==> src/rtl/scsi_port_sm_if.sv <==
// CPU-request and PD-bus bundle for the WD33C93A peripheral port engine.
// slave = the port engine; master = the CPU/peripheral side driving it.
interface scsi_port_sm_if;
    logic       PORT_SEL;
    logic       _AS;
    logic       _DS;
    logic       R_W;
    logic [7:0] DIN;
    logic [7:0] PD_IN;
    logic       _PWAIT;
    logic [7:0] PD_OUT;
    logic       PD_OE;
    logic       _CSS;
    logic       _IOR;
    logic       _IOW;
    logic [7:0] DOUT;
    logic       PORT_ACK;
    logic       BUSY;
    logic       WAIT_TO;

    modport master (
        output PORT_SEL, _AS, _DS, R_W, DIN, PD_IN, _PWAIT,
        input  PD_OUT, PD_OE, _CSS, _IOR, _IOW, DOUT, PORT_ACK, BUSY, WAIT_TO
    );

    modport slave (
        input  PORT_SEL, _AS, _DS, R_W, DIN, PD_IN, _PWAIT,
        output PD_OUT, PD_OE, _CSS, _IOR, _IOW, DOUT, PORT_ACK, BUSY, WAIT_TO
    );
endinterface

==> src/rtl/scsi_port_sm.sv <==
// WD33C93A peripheral-port cycle engine: CPU port-window hit -> timed _CSS/_IOR/_IOW cycle on PD.
// Build option PORT_WAIT_EN: stretch the strobe while _PWAIT is low, bounded, with sticky WAIT_TO.
module scsi_port_sm #(
    parameter int unsigned SETUP_CYC    = 1,
    parameter int unsigned STROBE_CYC   = 4,
    parameter int unsigned HOLD_CYC     = 1,
    parameter int unsigned RECOVERY_CYC = 2
) (
    input  logic          SCLK,
    input  logic          _RST,
    scsi_port_sm_if.slave bus
);
    localparam int unsigned CNT_W = 4;
    localparam int unsigned DAT_W = 8;
    localparam logic [CNT_W-1:0] SETUP_LD  = CNT_W'(SETUP_CYC - 32'd1);
    localparam logic [CNT_W-1:0] STROBE_LD = CNT_W'(STROBE_CYC - 32'd1);
    localparam logic [CNT_W-1:0] HOLD_LD   = CNT_W'(HOLD_CYC - 32'd1);
    localparam logic [CNT_W-1:0] REC_LD    = CNT_W'((RECOVERY_CYC == 32'd0) ? 32'd0 : RECOVERY_CYC - 32'd1);

    typedef enum logic [2:0] {
        S_IDLE, S_SETUP, S_STROBE, S_HOLD, S_ACK, S_RECOVER
    } state_t;

    state_t             state_q, state_d;
    logic [CNT_W-1:0]   cnt_q, cnt_d;
    logic               rd_q, rd_d;
    logic [DAT_W-1:0]   pd_out_q, pd_out_d;
    logic [DAT_W-1:0]   dout_q, dout_d;
    logic               css_n_q, css_n_d;
    logic               ior_n_q, ior_n_d;
    logic               iow_n_q, iow_n_d;
    logic               pd_oe_q, pd_oe_d;
    logic               ack_q, ack_d;
    logic               busy_q, busy_d;
    logic               start_c;
    logic               abort_c;

`ifdef PORT_WAIT_EN
    localparam int unsigned EXT_W = 8;
    localparam logic [EXT_W-1:0] EXT_MAX = EXT_W'(255);
    logic [EXT_W-1:0]   ext_q, ext_d;
    logic               wait_to_q, wait_to_d;
`endif

    assign start_c = bus.PORT_SEL & ~bus._AS & ~bus._DS;
    assign abort_c = bus._AS;

    // Leaving a cycle skips RECOVER entirely when no recovery time is configured.
    function automatic state_t rec_next();
        if (RECOVERY_CYC == 32'd0) return S_IDLE;
        return S_RECOVER;
    endfunction

    // State register plus registered outputs; reset releases every strobe asynchronously.
    always_ff @(posedge SCLK or negedge _RST) begin
        if (!_RST) begin
            state_q  <= S_IDLE;
            cnt_q    <= '0;
            rd_q     <= 1'b0;
            pd_out_q <= '0;
            dout_q   <= '0;
            css_n_q  <= 1'b1;
            ior_n_q  <= 1'b1;
            iow_n_q  <= 1'b1;
            pd_oe_q  <= 1'b0;
            ack_q    <= 1'b0;
            busy_q   <= 1'b0;
`ifdef PORT_WAIT_EN
            ext_q     <= '0;
            wait_to_q <= 1'b0;
`endif
        end else begin
            state_q  <= state_d;
            cnt_q    <= cnt_d;
            rd_q     <= rd_d;
            pd_out_q <= pd_out_d;
            dout_q   <= dout_d;
            css_n_q  <= css_n_d;
            ior_n_q  <= ior_n_d;
            iow_n_q  <= iow_n_d;
            pd_oe_q  <= pd_oe_d;
            ack_q    <= ack_d;
            busy_q   <= busy_d;
`ifdef PORT_WAIT_EN
            ext_q     <= ext_d;
            wait_to_q <= wait_to_d;
`endif
        end
    end

    // Next state, phase counter and data latches.
    always_comb begin
        state_d  = state_q;
        cnt_d    = cnt_q;
        rd_d     = rd_q;
        pd_out_d = pd_out_q;
        dout_d   = dout_q;
`ifdef PORT_WAIT_EN
        ext_d     = ext_q;
        wait_to_d = wait_to_q;
`endif
        case (state_q)
            S_IDLE: begin
                if (start_c) begin
                    state_d = S_SETUP;
                    cnt_d   = SETUP_LD;
                    rd_d    = bus.R_W;
                    if (!bus.R_W) pd_out_d = bus.DIN;
                end
            end
            S_SETUP: begin
                if (abort_c) begin
                    state_d = rec_next();
                    cnt_d   = REC_LD;
                end else if (cnt_q != '0) begin
                    cnt_d = cnt_q - CNT_W'(1);
                end else begin
                    state_d = S_STROBE;
                    cnt_d   = STROBE_LD;
`ifdef PORT_WAIT_EN
                    ext_d   = '0;
`endif
                end
            end
            S_STROBE: begin
                if (abort_c) begin
                    state_d = rec_next();
                    cnt_d   = REC_LD;
                end else if (cnt_q != '0) begin
                    cnt_d = cnt_q - CNT_W'(1);
`ifdef PORT_WAIT_EN
                end else if (!bus._PWAIT && ext_q != EXT_MAX) begin
                    ext_d = ext_q + EXT_W'(1);
`endif
                end else begin
                    state_d = S_HOLD;
                    cnt_d   = HOLD_LD;
                    if (rd_q) dout_d = bus.PD_IN;
`ifdef PORT_WAIT_EN
                    if (!bus._PWAIT) wait_to_d = 1'b1;
`endif
                end
            end
            S_HOLD: begin
                if (abort_c) begin
                    state_d = rec_next();
                    cnt_d   = REC_LD;
                end else if (cnt_q != '0) begin
                    cnt_d = cnt_q - CNT_W'(1);
                end else begin
                    state_d = S_ACK;
                end
            end
            S_ACK: begin
                if (abort_c) begin
                    state_d = rec_next();
                    cnt_d   = REC_LD;
                end
            end
            S_RECOVER: begin
                if (cnt_q != '0) cnt_d = cnt_q - CNT_W'(1);
                else             state_d = S_IDLE;
            end
            default: state_d = S_IDLE;
        endcase
    end

    // Output decode of the upcoming state; both strobes share one state so they cannot overlap.
    always_comb begin
        css_n_d = 1'b1;
        ior_n_d = 1'b1;
        iow_n_d = 1'b1;
        pd_oe_d = 1'b0;
        ack_d   = 1'b0;
        busy_d  = (state_d != S_IDLE);
        case (state_d)
            S_SETUP, S_HOLD: begin
                css_n_d = 1'b0;
                pd_oe_d = ~rd_d;
            end
            S_STROBE: begin
                css_n_d = 1'b0;
                pd_oe_d = ~rd_d;
                ior_n_d = ~rd_d;
                iow_n_d = rd_d;
            end
            S_ACK:   ack_d = 1'b1;
            default: ;
        endcase
    end

    assign bus.PD_OUT   = pd_out_q;
    assign bus.PD_OE    = pd_oe_q;
    assign bus._CSS     = css_n_q;
    assign bus._IOR     = ior_n_q;
    assign bus._IOW     = iow_n_q;
    assign bus.DOUT     = dout_q;
    assign bus.PORT_ACK = ack_q;
    assign bus.BUSY     = busy_q;

`ifdef PORT_WAIT_EN
    assign bus.WAIT_TO  = wait_to_q;
`else
    logic unused_pwait;
    assign unused_pwait = bus._PWAIT;
    assign bus.WAIT_TO  = 1'b0;
`endif
endmodule
==> src/flat_wrapper.sv <==
// flat-port wrapper written by rule: the top's interface ports become plain ports
module scsi_port_sm_flat 
#(
    parameter int unsigned SETUP_CYC    = 1,
    parameter int unsigned STROBE_CYC   = 4,
    parameter int unsigned HOLD_CYC     = 1,
    parameter int unsigned RECOVERY_CYC = 2
)
  (SCLK, _RST, bus_PORT_SEL, bus__AS, bus__DS, bus_R_W, bus_DIN, bus_PD_IN, bus__PWAIT, bus_PD_OUT, bus_PD_OE, bus__CSS, bus__IOR, bus__IOW, bus_DOUT, bus_PORT_ACK, bus_BUSY, bus_WAIT_TO);
  scsi_port_sm_if bus_i ();
  input  logic SCLK;
  input  logic _RST;
  input wire logic [$bits(bus_i.PORT_SEL)-1:0] bus_PORT_SEL;
  input wire logic [$bits(bus_i._AS)-1:0] bus__AS;
  input wire logic [$bits(bus_i._DS)-1:0] bus__DS;
  input wire logic [$bits(bus_i.R_W)-1:0] bus_R_W;
  input wire logic [$bits(bus_i.DIN)-1:0] bus_DIN;
  input wire logic [$bits(bus_i.PD_IN)-1:0] bus_PD_IN;
  input wire logic [$bits(bus_i._PWAIT)-1:0] bus__PWAIT;
  output wire logic [$bits(bus_i.PD_OUT)-1:0] bus_PD_OUT;
  output wire logic [$bits(bus_i.PD_OE)-1:0] bus_PD_OE;
  output wire logic [$bits(bus_i._CSS)-1:0] bus__CSS;
  output wire logic [$bits(bus_i._IOR)-1:0] bus__IOR;
  output wire logic [$bits(bus_i._IOW)-1:0] bus__IOW;
  output wire logic [$bits(bus_i.DOUT)-1:0] bus_DOUT;
  output wire logic [$bits(bus_i.PORT_ACK)-1:0] bus_PORT_ACK;
  output wire logic [$bits(bus_i.BUSY)-1:0] bus_BUSY;
  output wire logic [$bits(bus_i.WAIT_TO)-1:0] bus_WAIT_TO;
  assign bus_i.PORT_SEL = bus_PORT_SEL;
  assign bus_i._AS = bus__AS;
  assign bus_i._DS = bus__DS;
  assign bus_i.R_W = bus_R_W;
  assign bus_i.DIN = bus_DIN;
  assign bus_i.PD_IN = bus_PD_IN;
  assign bus_i._PWAIT = bus__PWAIT;
  assign bus_PD_OUT = bus_i.PD_OUT;
  assign bus_PD_OE = bus_i.PD_OE;
  assign bus__CSS = bus_i._CSS;
  assign bus__IOR = bus_i._IOR;
  assign bus__IOW = bus_i._IOW;
  assign bus_DOUT = bus_i.DOUT;
  assign bus_PORT_ACK = bus_i.PORT_ACK;
  assign bus_BUSY = bus_i.BUSY;
  assign bus_WAIT_TO = bus_i.WAIT_TO;
  scsi_port_sm #(.SETUP_CYC(SETUP_CYC), .STROBE_CYC(STROBE_CYC), .HOLD_CYC(HOLD_CYC), .RECOVERY_CYC(RECOVERY_CYC)) u_core (.SCLK(SCLK), ._RST(_RST), .bus(bus_i));
endmodule
==> config.mk <==
export PLATFORM = sky130hd
export DESIGN_NAME = scsi_port_sm_flat
export DESIGN_NICKNAME = d
export VERILOG_FILES = /design/src/rtl/scsi_port_sm_if.sv /design/src/rtl/scsi_port_sm.sv /design/src/flat_wrapper.sv
export SDC_FILE = /design/constraint.sdc
export NUM_CORES = 1
export LEC_CHECK = 0
export BUFFER_PORTS_ARGS = -buffer_cell sky130_fd_sc_hd__buf_2
export CORE_ASPECT_RATIO = 1.5
export CORE_MARGIN = 1
export CORE_UTILIZATION = 49
export DETAILED_ROUTE_END_ITERATION = 12
export MAX_ROUTING_LAYER = met4
export PLACE_DENSITY = 0.86
export SYNTH_ARGS = -nofsm -noshare
export SYNTH_HDL_FRONTEND = slang
export SYNTH_SLANG_ARGS = --single-unit
==> constraint.sdc <==
create_clock -name SCLK -period 2.4 [get_ports SCLK]
set_input_delay 0.24 -clock SCLK [delete_from_list [all_inputs] [get_ports SCLK]]
set_output_delay 0.24 -clock SCLK [all_outputs]
set_load 0.03 [all_outputs]
== Word-level counts from Yosys, hierarchy flattened ==
Cells that the tools add are included.

* Register bits after elaboration: 30
* Bits of input ports: 23
* Output and inout port bits: 23

* $add $sub $neg: 1
* Eq/ne operators: 11
* Muxes and demuxes: 26
* Bitwise logic cells: 7
* Reduce and logical (&&, ||, !) cells: 8

{| class="wikitable"
|+ Operator list
! kind !! count
|-
| two-way mux 4 bit || 8
|-
| two-way mux 3 bit || 9
|-
| one-hot mux 4 bit (6 select lines) || 1
|-
| one-hot mux 3 bit (6 select lines) || 1
|-
| == test 3 x 2 -> 1 bit (second input constant) || 4
|-
| == test 3 bit (second input constant) || 3
|-
| two-way mux 1 bit || 7
|-
| == test 3 x 1 -> 1 bit (second input constant) || 2
|-
| AND reduction 3 bit || 2
|-
| nonzero test 6 bit || 1
|-
| NOT 1 bit || 5
|-
| AND reduction 4 bit || 1
|-
| nonzero test 4 bit || 1
|-
| subtractor 4 x 1 -> 4 bit (second input constant) || 1
|-
| logical NOT 3 bit || 1
|-
| nonzero test 3 bit || 1
|-
| OR reduction 3 bit || 1
|-
| AND 1 bit || 2
|-
| != test 2 x 1 -> 1 bit (second input constant) || 1
|-
| != test 2 bit (second input constant) || 1
|}

== Longest topological paths before layout ==
Gate-level depths: netlist of run 1.

* Depth in word-level cells: 8
* Gate-level depth with buffers: 9

== Worst setup path after synthesis of run 1 ==
No wires, ideal clock.

* Path kind: register to register
* From: register u_core.cnt_q[0]
* To: register u_core.dout_q[0], in the netlist u_core.bus.DOUT[0]
* Library setup time: 0.125 ns
* Arrival time: 2.026 ns
* Required time: 2.275 ns
* Slack: 0.250 ns
* Cell stages (with the launch flop): 7
* Buffers on the path: 0
* Cells stage by stage: dfrtp_1 -> inv_1 -> ha_1 -> nor3b_1 -> inv_1 -> nor4_2 -> mux2_2

* Cells in the longest elaborated chain, start to end: 3

{| class="wikitable"
|+ Ends and longest elaborated chain
! element !! RTL line !! text
|-
| start, declared || scsi_port_sm.sv:25 || <nowiki>logic [CNT_W-1:0] cnt_q, cnt_d;</nowiki>
|-
| start signal, assigned || scsi_port_sm.sv:74 || <nowiki>cnt_q <= cnt_d;</nowiki>
|-
| nonzero test 4 bit || scsi_port_sm.sv:129 || <nowiki>end else if (cnt_q != '0) begin</nowiki>
|-
| NOT 1 bit (no line) || n/a ||
|-
| AND reduction 4 bit (no line) || n/a ||
|-
| end signal, assigned || scsi_port_sm.sv:77 || <nowiki>dout_q <= dout_d;</nowiki>
|-
| end, declared || scsi_port_sm.sv:28 || <nowiki>logic [DAT_W-1:0] dout_q, dout_d;</nowiki>
|}

No other way between the ends.
A chain may end at the register's enable or synchronous reset.

== Worst setup path after layout of run 1 ==
* From: register u_core.cnt_q[0]
* To: register u_core.iow_n_q, in the netlist u_core.bus._IOW

* Cells in the longest elaborated chain, start to end: 6

{| class="wikitable"
|+ Ends and longest elaborated chain
! element !! RTL line !! text
|-
| nonzero test 4 bit * || n/a ||
|-
| two-way mux 3 bit (on tied branches) || scsi_port_sm.sv:148, scsi_port_sm.sv:115, scsi_port_sm.sv:129 ||
|-
| two-way mux 3 bit (on tied branches) || scsi_port_sm.sv:145, scsi_port_sm.sv:112, scsi_port_sm.sv:126 ||
|-
| one-hot mux 3 bit (6 select lines) * || scsi_port_sm.sv:102 || <nowiki>case (state_q)</nowiki>
|-
| named net u_core.state_d[0] || scsi_port_sm.sv:24 || <nowiki>state_t state_q, state_d;</nowiki>
|-
| == test 3 x 2 -> 1 bit * || scsi_port_sm.sv:176 || <nowiki>case (state_d)</nowiki>
|-
| two-way mux 1 bit * || scsi_port_sm.sv:176 ||
|-
| named net u_core.iow_n_d || scsi_port_sm.sv:31 || <nowiki>logic iow_n_q, iow_n_d;</nowiki>
|-
| end signal, assigned || scsi_port_sm.sv:80 || <nowiki>iow_n_q <= iow_n_d;</nowiki>
|-
| end, declared || scsi_port_sm.sv:31 ||
|}

Mark *: on every way through the listed nets, which the timed path passes. The rest lies on a longest branch.

==> results of run 1 <==
## routing by layer
layer	vias to the layer above	share of wire (%)
li1	528	-
met1	539	36
met2	48	55
met3	11	5.8
met4	0	3.1
met5	-	0
## flip-flops by register name, summed over array words and instances, names as in the netlist
register and count:
u_core.bus.PORT_ACK 1, u_core.bus.BUSY 1, u_core.bus.PD_OE 1, u_core.bus.PD_OUT 8, u_core.bus._IOW 1, u_core.bus._CSS 1, u_core.cnt_q 4, u_core.rd_q 1
u_core.bus._IOR 1, u_core.state_q 3, u_core.bus.DOUT 8
## worst max-delay path: cells and delay by family, from the launching register on
kind                     cells  cell delay (ps)
adder cells (fa/ha/maj)      1              260
flip-flops                   1              410
buffers and inverters        3              430
AO/OA/AOI/OAI                2              370
AND/OR/NAND/NOR              2              640
## cell usage after synthesis
cell / number / area (sq um)
buf_6: 1 / 11.3
xnor2_1: 1 / 8.76
o21ai_0: 3 / 15.0
buf_4: 1 / 7.51
nand3_1: 4 / 20.0
a31oi_1: 2 / 12.5
inv_1: 8 / 30.0
a221o_1: 1 / 10.0
or4_1: 1 / 7.51
nor2_2: 1 / 6.26
nand2b_1: 4 / 25.0
or2_1: 1 / 6.26
or3_1: 1 / 6.26
or4_4: 1 / 11.3
nor2_1: 8 / 30.0
conb_1: 1 / 3.75
dfrtp_1: 27 / 676
o22ai_1: 2 / 12.5
a311o_1: 1 / 10.0
nor4bb_1: 1 / 10.0
o211ai_1: 3 / 22.5
mux2_4: 1 / 15.0
nand3b_1: 3 / 22.5
nor3b_1: 1 / 7.51
nor4_1: 1 / 6.26
ha_1: 3 / 37.5
clkbuf_1: 3 / 11.3
dfstp_2: 3 / 78.8
o31a_1: 1 / 8.76
clkbuf_2: 1 / 5.00
nor4_2: 1 / 12.5
a21oi_1: 5 / 25.0
a22o_1: 1 / 8.76
nor3_1: 1 / 5.00
nand2_1: 3 / 11.3
o2bb2ai_1: 1 / 8.76
mux2_2: 16 / 180
a221oi_1: 1 / 8.76
nor2b_1: 1 / 6.26
o221ai_1: 1 / 8.76
## how the worst min path moves through the flow
| stage | slack, ps | endpoint | cells past startpoint | startpoint |
|---|---|---|---|---|
| floorplan | -60 | u_core.bus.BUSY | 0 | _RST |
| detailed placement | 290 | u_core.bus.DOUT[7] | 1 | _RST |
| global route | 190 | u_core.bus.PD_OUT[7] | 2 | bus_DIN[7] |
| CTS | 190 | u_core.bus.PD_OUT[5] | 2 | bus_DIN[5] |
| finish | 200 | u_core.bus.PD_OUT[7] | 2 | bus_DIN[7] |
| global placement | 280 | u_core.bus.PD_OE | 1 | _RST |
## metrics by stage
stage / cells / utilization (%) / setup slack, ps / cell area (sq um) / hold WS [ps]
2_1_floorplan: 121 / - / 250 / 1410 / -55.6
3_3_place_gp: 199 / 61.6 / 325 / 1670 / 281
3_5_place_dp: 199 / 61.6 / 225 / 1670 / 292
4_1_cts: 208 / 65.4 / 214 / 1770 / 188
5_1_grt: 208 / 65.4 / 47.0 / 1770 / 188
6_report: 208 / 65.4 / 220 / 1770 / 195
## cell type report
class / count / area, sq um / share of cell area (%)
flip-flops and latches: 30 / 754 / 42.7
repair buffers: 48 / 255 / 14.4
clock inverters: 1 / 5.00 / 0.283
inverters: 8 / 30.0 / 1.70
well taps: 37 / 46.3 / 2.62
multi-input cells: 77 / 591 / 33.4
clock buffers: 7 / 86.3 / 4.88
## kinds of logic after synthesis
family	after synthesis
adder cells (fa/ha/maj)	3
AO/OA/AOI/OAI	22
XOR/XNOR	1
multiplexers	17
AND/OR/NAND/NOR	33
other	1
flip-flops	30
buffers and inverters	14
## cell usage in the layout (no fill, tap or decap), drive strengths merged, types with 4 or more instances in the layout
master | synthesis | layout
clkbuf | 4 | 7
mux2 | 17 | 17
buf | 2 | 47
nand3 | 4 | 4
nand2b | 4 | 4
dfrtp | 27 | 27
nor2 | 9 | 9
inv | 8 | 8
a21oi | 5 | 5
## power by group
group / switching, mW / total, mW / internal, mW
clock network: 0.169 / 0.400 / 0.230
registers: 0.109 / 0.770 / 0.660
logic: 0.615 / 1.01 / 0.395
==> results_dict.tcl, run 1 <==
set metrics [dict create \
    outcome "completed" \
    netlist_instances 121 \
    grt_pass1_wl_mm 4.67 \
    finalWeightedCongestion 0.893 \
    met1_usage_pct 21.7 \
    p_leak_nw 0.859 \
    r2r-end "u_core.bus._IOW" \
    wl_per_cell_um 14.3 \
    cts_resized 0 \
    critPathCaptureType "flop" \
    routed-via-count 1126 \
    die_h_um 67.7 \
    finalSetupTns_ps 0 \
    hold_viol_final 0 \
    core_sq_mm 0.00271 \
    overflow 0 \
    start_util_pct 52.1 \
    avgSynthCellArea_sq_um 11.7 \
    first_iter_violations 33 \
    reg2reg_slack_ps 220 \
    drcViolationCount 0 \
    cts_made_buffers 5 \
    fin_nets 196 \
    crit_type "flop to flop" \
    antenna_cells 0 \
    grt.met2_usage_pct 38.0 \
    ys_ff_latch 30 \
    cp-start-kind "flop" \
    muxShareOfSynthArea_pct 13.8 \
    drive_above_1_share_pct 45.0 \
    antenna_found_initial 0 \
    setup_viol 0 \
    grt_pass1_vias 1086 \
    cp.required_ps 2590 \
    synth_xor_area_share_pct 0.621 \
    path_clk_slew_ps 60 \
    critPathSlowestCell "or4_1" \
    fillers 241 \
    cp-startpoint "u_core.cnt_q[0]" \
    dieArea_sq_mm 0.00310 \
    cap_violations 0 \
    grtUsageMet3_pct 5.08 \
    critPathMostFrequentCell "inv_1" \
    cts_hold_buffers 1 \
    crit_chain "inv_1 > ha_1 > nor3b_1 > inv_1 > a21oi_1 > o211ai_1 > inv_1 > or4_1" \
    hold_path.class "input port to flop" \
    fmax_mhz 459 \
    drt-total-wl_mm 2.98 \
    syn2layout_area_growth_pct 25.4 \
    synth-compound-area-share_pct 10.7 \
    cp.arrival_ps 2370 \
    period_needed_ps 2180 \
    cts_tree "yes" \
    rows 23 \
    finalPower_mw 2.18 \
    synth.net_count 147 \
    clockBufferDepth 2 \
    finClkSkew_ps 2.89 \
    vias_per_cell 5.41 \
    synth_top_family_by_area "multiplexers" \
    clock-sinks 30 \
    syn_area_sq_mm 0.00141 \
    cts_setup_buffers 0 \
    ys_seq_area_share_pct 53.5 \
    io_pins 46 \
    grt_max_degree 31 \
    tightest_slew_ps 618 \
    ys_types 40 \
    firstDrtPassIters 4 \
    fp.dieW_um 45.8 \
    cts_max_level 2 \
    rr_worst_depth 8 \
    rsz0062_at_grt "no" \
    port_buffers 43 \
    vdd_drop_max_mv 0.723 \
    timing.final.crit_share_pct 90.9 \
    grt.busiest_layer "met2" \
    path_max_fanout 6 \
    yosysWarnings 0 \
    root_buffer "clkbuf_8" \
    yosys.area_share.adder_pct 2.66 \
    powerDensity_mw_per_mm2 1230 \
    r2r_start "u_core.cnt_q[0]" \
    synthSimpleGateAreaFrac_pct 13.8 \
    crit_end "u_core.bus._IOW" \
    relSlewSlack_pct 58.8 \
    clock_latency_ps 280 \
    slew_viol_final 0 \
    drtAntennaViolNets 0 \
    track_usage_pct 22.2 \
    hpwl_mm 2.19 \
    cp_slowest_stage_delay_ps 470 \
]
Power figures use the tool's default switching activity.
==> run 2, diff against run 1 <==
- CORE_UTILIZATION: 49 -> 53
- PLACE_DENSITY: 0.86 -> 0.91
- SLEW_MARGIN: default -> 20
- clock period: 2.4 -> 2.65 ns (I/O delays scaled with it)
==> run 2 against run 1 <==
  * The run now ends with design-rule violations left
  * Sequential power decreased by 5.3%
  * Flip-flop and latch count unchanged
  * Clock power decreased by 32%
  * Sequential share of layout area increased by 1.6 points
  * Die area decreased by 7.3%
  * Clock skew increased by 4.4 ps
  * Largest cell class unchanged
  * Highest routed layer unchanged
==> results_dict.tcl, run 2 (synthesized netlist as in run 1, its figures left out) <==
set metrics [dict create \
    outcome "finished, violations left" \
    violations "design-rule violations" \
    cp.arrival_ps 2430 \
    tightest_slew_ps 632 \
    cp-start-kind "flop" \
    rsz0062_at_grt "no" \
    ff_latch_area_sq_um 754 \
    finalWeightedCongestion 0.850 \
    powerDensity_mw_per_mm2 1090 \
    clockBufferDepth 2 \
    antenna_cells 0 \
    wl_per_cell_um 14.4 \
    clock-sinks 30 \
    drt-total-wl_mm 2.78 \
    crit_type "flop to flop" \
    antenna_found_initial 0 \
    drtAntennaViolNets 0 \
    first_iter_violations 33 \
    finalCoreUtilization_pct 68.8 \
    finClkSkew_ps 7.31 \
    vias_per_cell 5.74 \
    port_buffers 43 \
    core_sq_mm 0.00248 \
    finalSetupTns_ps 0 \
    placed_area_sq_mm 0.00164 \
    fin_cells 193 \
    final_cell_mix "buf_2, dfrtp_1, mux2_2" \
    routed-via-count 1108 \
    path_max_fanout 10 \
    layout_commonest_cell "buf_2" \
    final_design_area_no_fill_sq_mm 0.00171 \
    hold_ws_ps 167 \
    p_leak_nw 0.836 \
    overflow 0 \
    cap_violations 0 \
    vdd_drop_max_mv 0.634 \
    rows 22 \
    timing.final.crit_share_pct 82.6 \
    grt_max_degree 31 \
    cts_setup_buffers 0 \
    io_pins 46 \
    relSlewSlack_pct 57.9 \
    cts_tree "yes" \
    path_clk_slew_ps 90 \
    cts_made_buffers 5 \
    cts_resized 0 \
    pre_cts_ws_ps 462 \
    grt_pass1_vias 1080 \
    cts_hold_buffers 1 \
    fin_nets 194 \
    fillers 179 \
    finalPower_mw 1.85 \
    dieArea_sq_mm 0.00288 \
    start_util_pct 56.9 \
    fp.dieW_um 44.1 \
    placed_cells 184 \
    cp_slowest_stage_delay_ps 520 \
    fin_ws_ps 460 \
    root_buffer "clkbuf_4" \
    hold_viol_final 0 \
    drcViolationCount 7 \
    drive_above_1_share_pct 44.4 \
    slew_viol_final 0 \
    period_needed_ps 2190 \
    critPathSlowestCell "or4_4" \
    track_usage_pct 22.2 \
    hold_path.class "input port to flop" \
    cts_max_level 2 \
    cp.required_ps 2890 \
    clock_latency_ps 320 \
    fmax_mhz 457 \
    grt_pass1_wl_mm 4.55 \
    multi_input_area_sq_um 591 \
    crit_chain "or2_1 > or4_4 > mux2_4 > or4_1" \
    hpwl_mm 2.06 \
    critPathCaptureType "flop" \
    firstDrtPassIters 9 \
    die_h_um 65.2 \
    syn2layout_area_growth_pct 20.9 \
    setup_viol 0 \
]
-- run 2: cell count changes in the layout (fill, tap and decap cells not counted), sizes merged --
cell,previous run,this run
buf,47,45
-- run 2: power by group --
part / internal [mW] / switching, mW
Combinational: 0.341 / 0.507
Clock: 0.128 / 0.145
Sequential: 0.596 / 0.133
Total: 1.07 / 0.786
-- run 2: cell type report --
type	instances	share of cell area, %
flip-flops and latches	30	44.2
multi-input cells	77	34.6
repair buffers	46	14.1
clock buffers	7	3.23
inverters	8	1.76
well taps	24	1.76
clock inverters	1	0.293
-- run 2: worst paths after layout --
check	to	slack [ps]	start	cells after the start
worst min register to register	u_core.bus.PD_OUT[0]	510	u_core.bus.PD_OUT[0]	1
min in group asynchronous	u_core.bus.PD_OUT[6]	510	_RST	2
worst max register to register	u_core.bus._IOW	460	u_core.state_q[2]	4
max in group asynchronous	u_core.bus.DOUT[2]	1730	_RST	2
worst max-delay path	u_core.bus._IOW	460	u_core.state_q[2]	4
worst min-delay path	u_core.bus.DOUT[4]	170	bus_PD_IN[4]	2
-- run 2: worst max-delay path: cells and delay by family (launching register included) --
kind             cells  cell delay, ps
flip-flops           1             480
multiplexers         1             330
AND/OR/NAND/NOR      3            1280
-- run 2: layer usage --
| layer | part of all wire, % | global-route usage [%] | vias up |
|---|---|---|---|
| met5 | 0 | - | - |
| met4 | 1.8 | 9.09 | 0 |
| met3 | 7.5 | 6.04 | 5 |
| met2 | 52 | 36.4 | 51 |
| met1 | 39 | 25.1 | 523 |
| li1 | - | - | 529 |
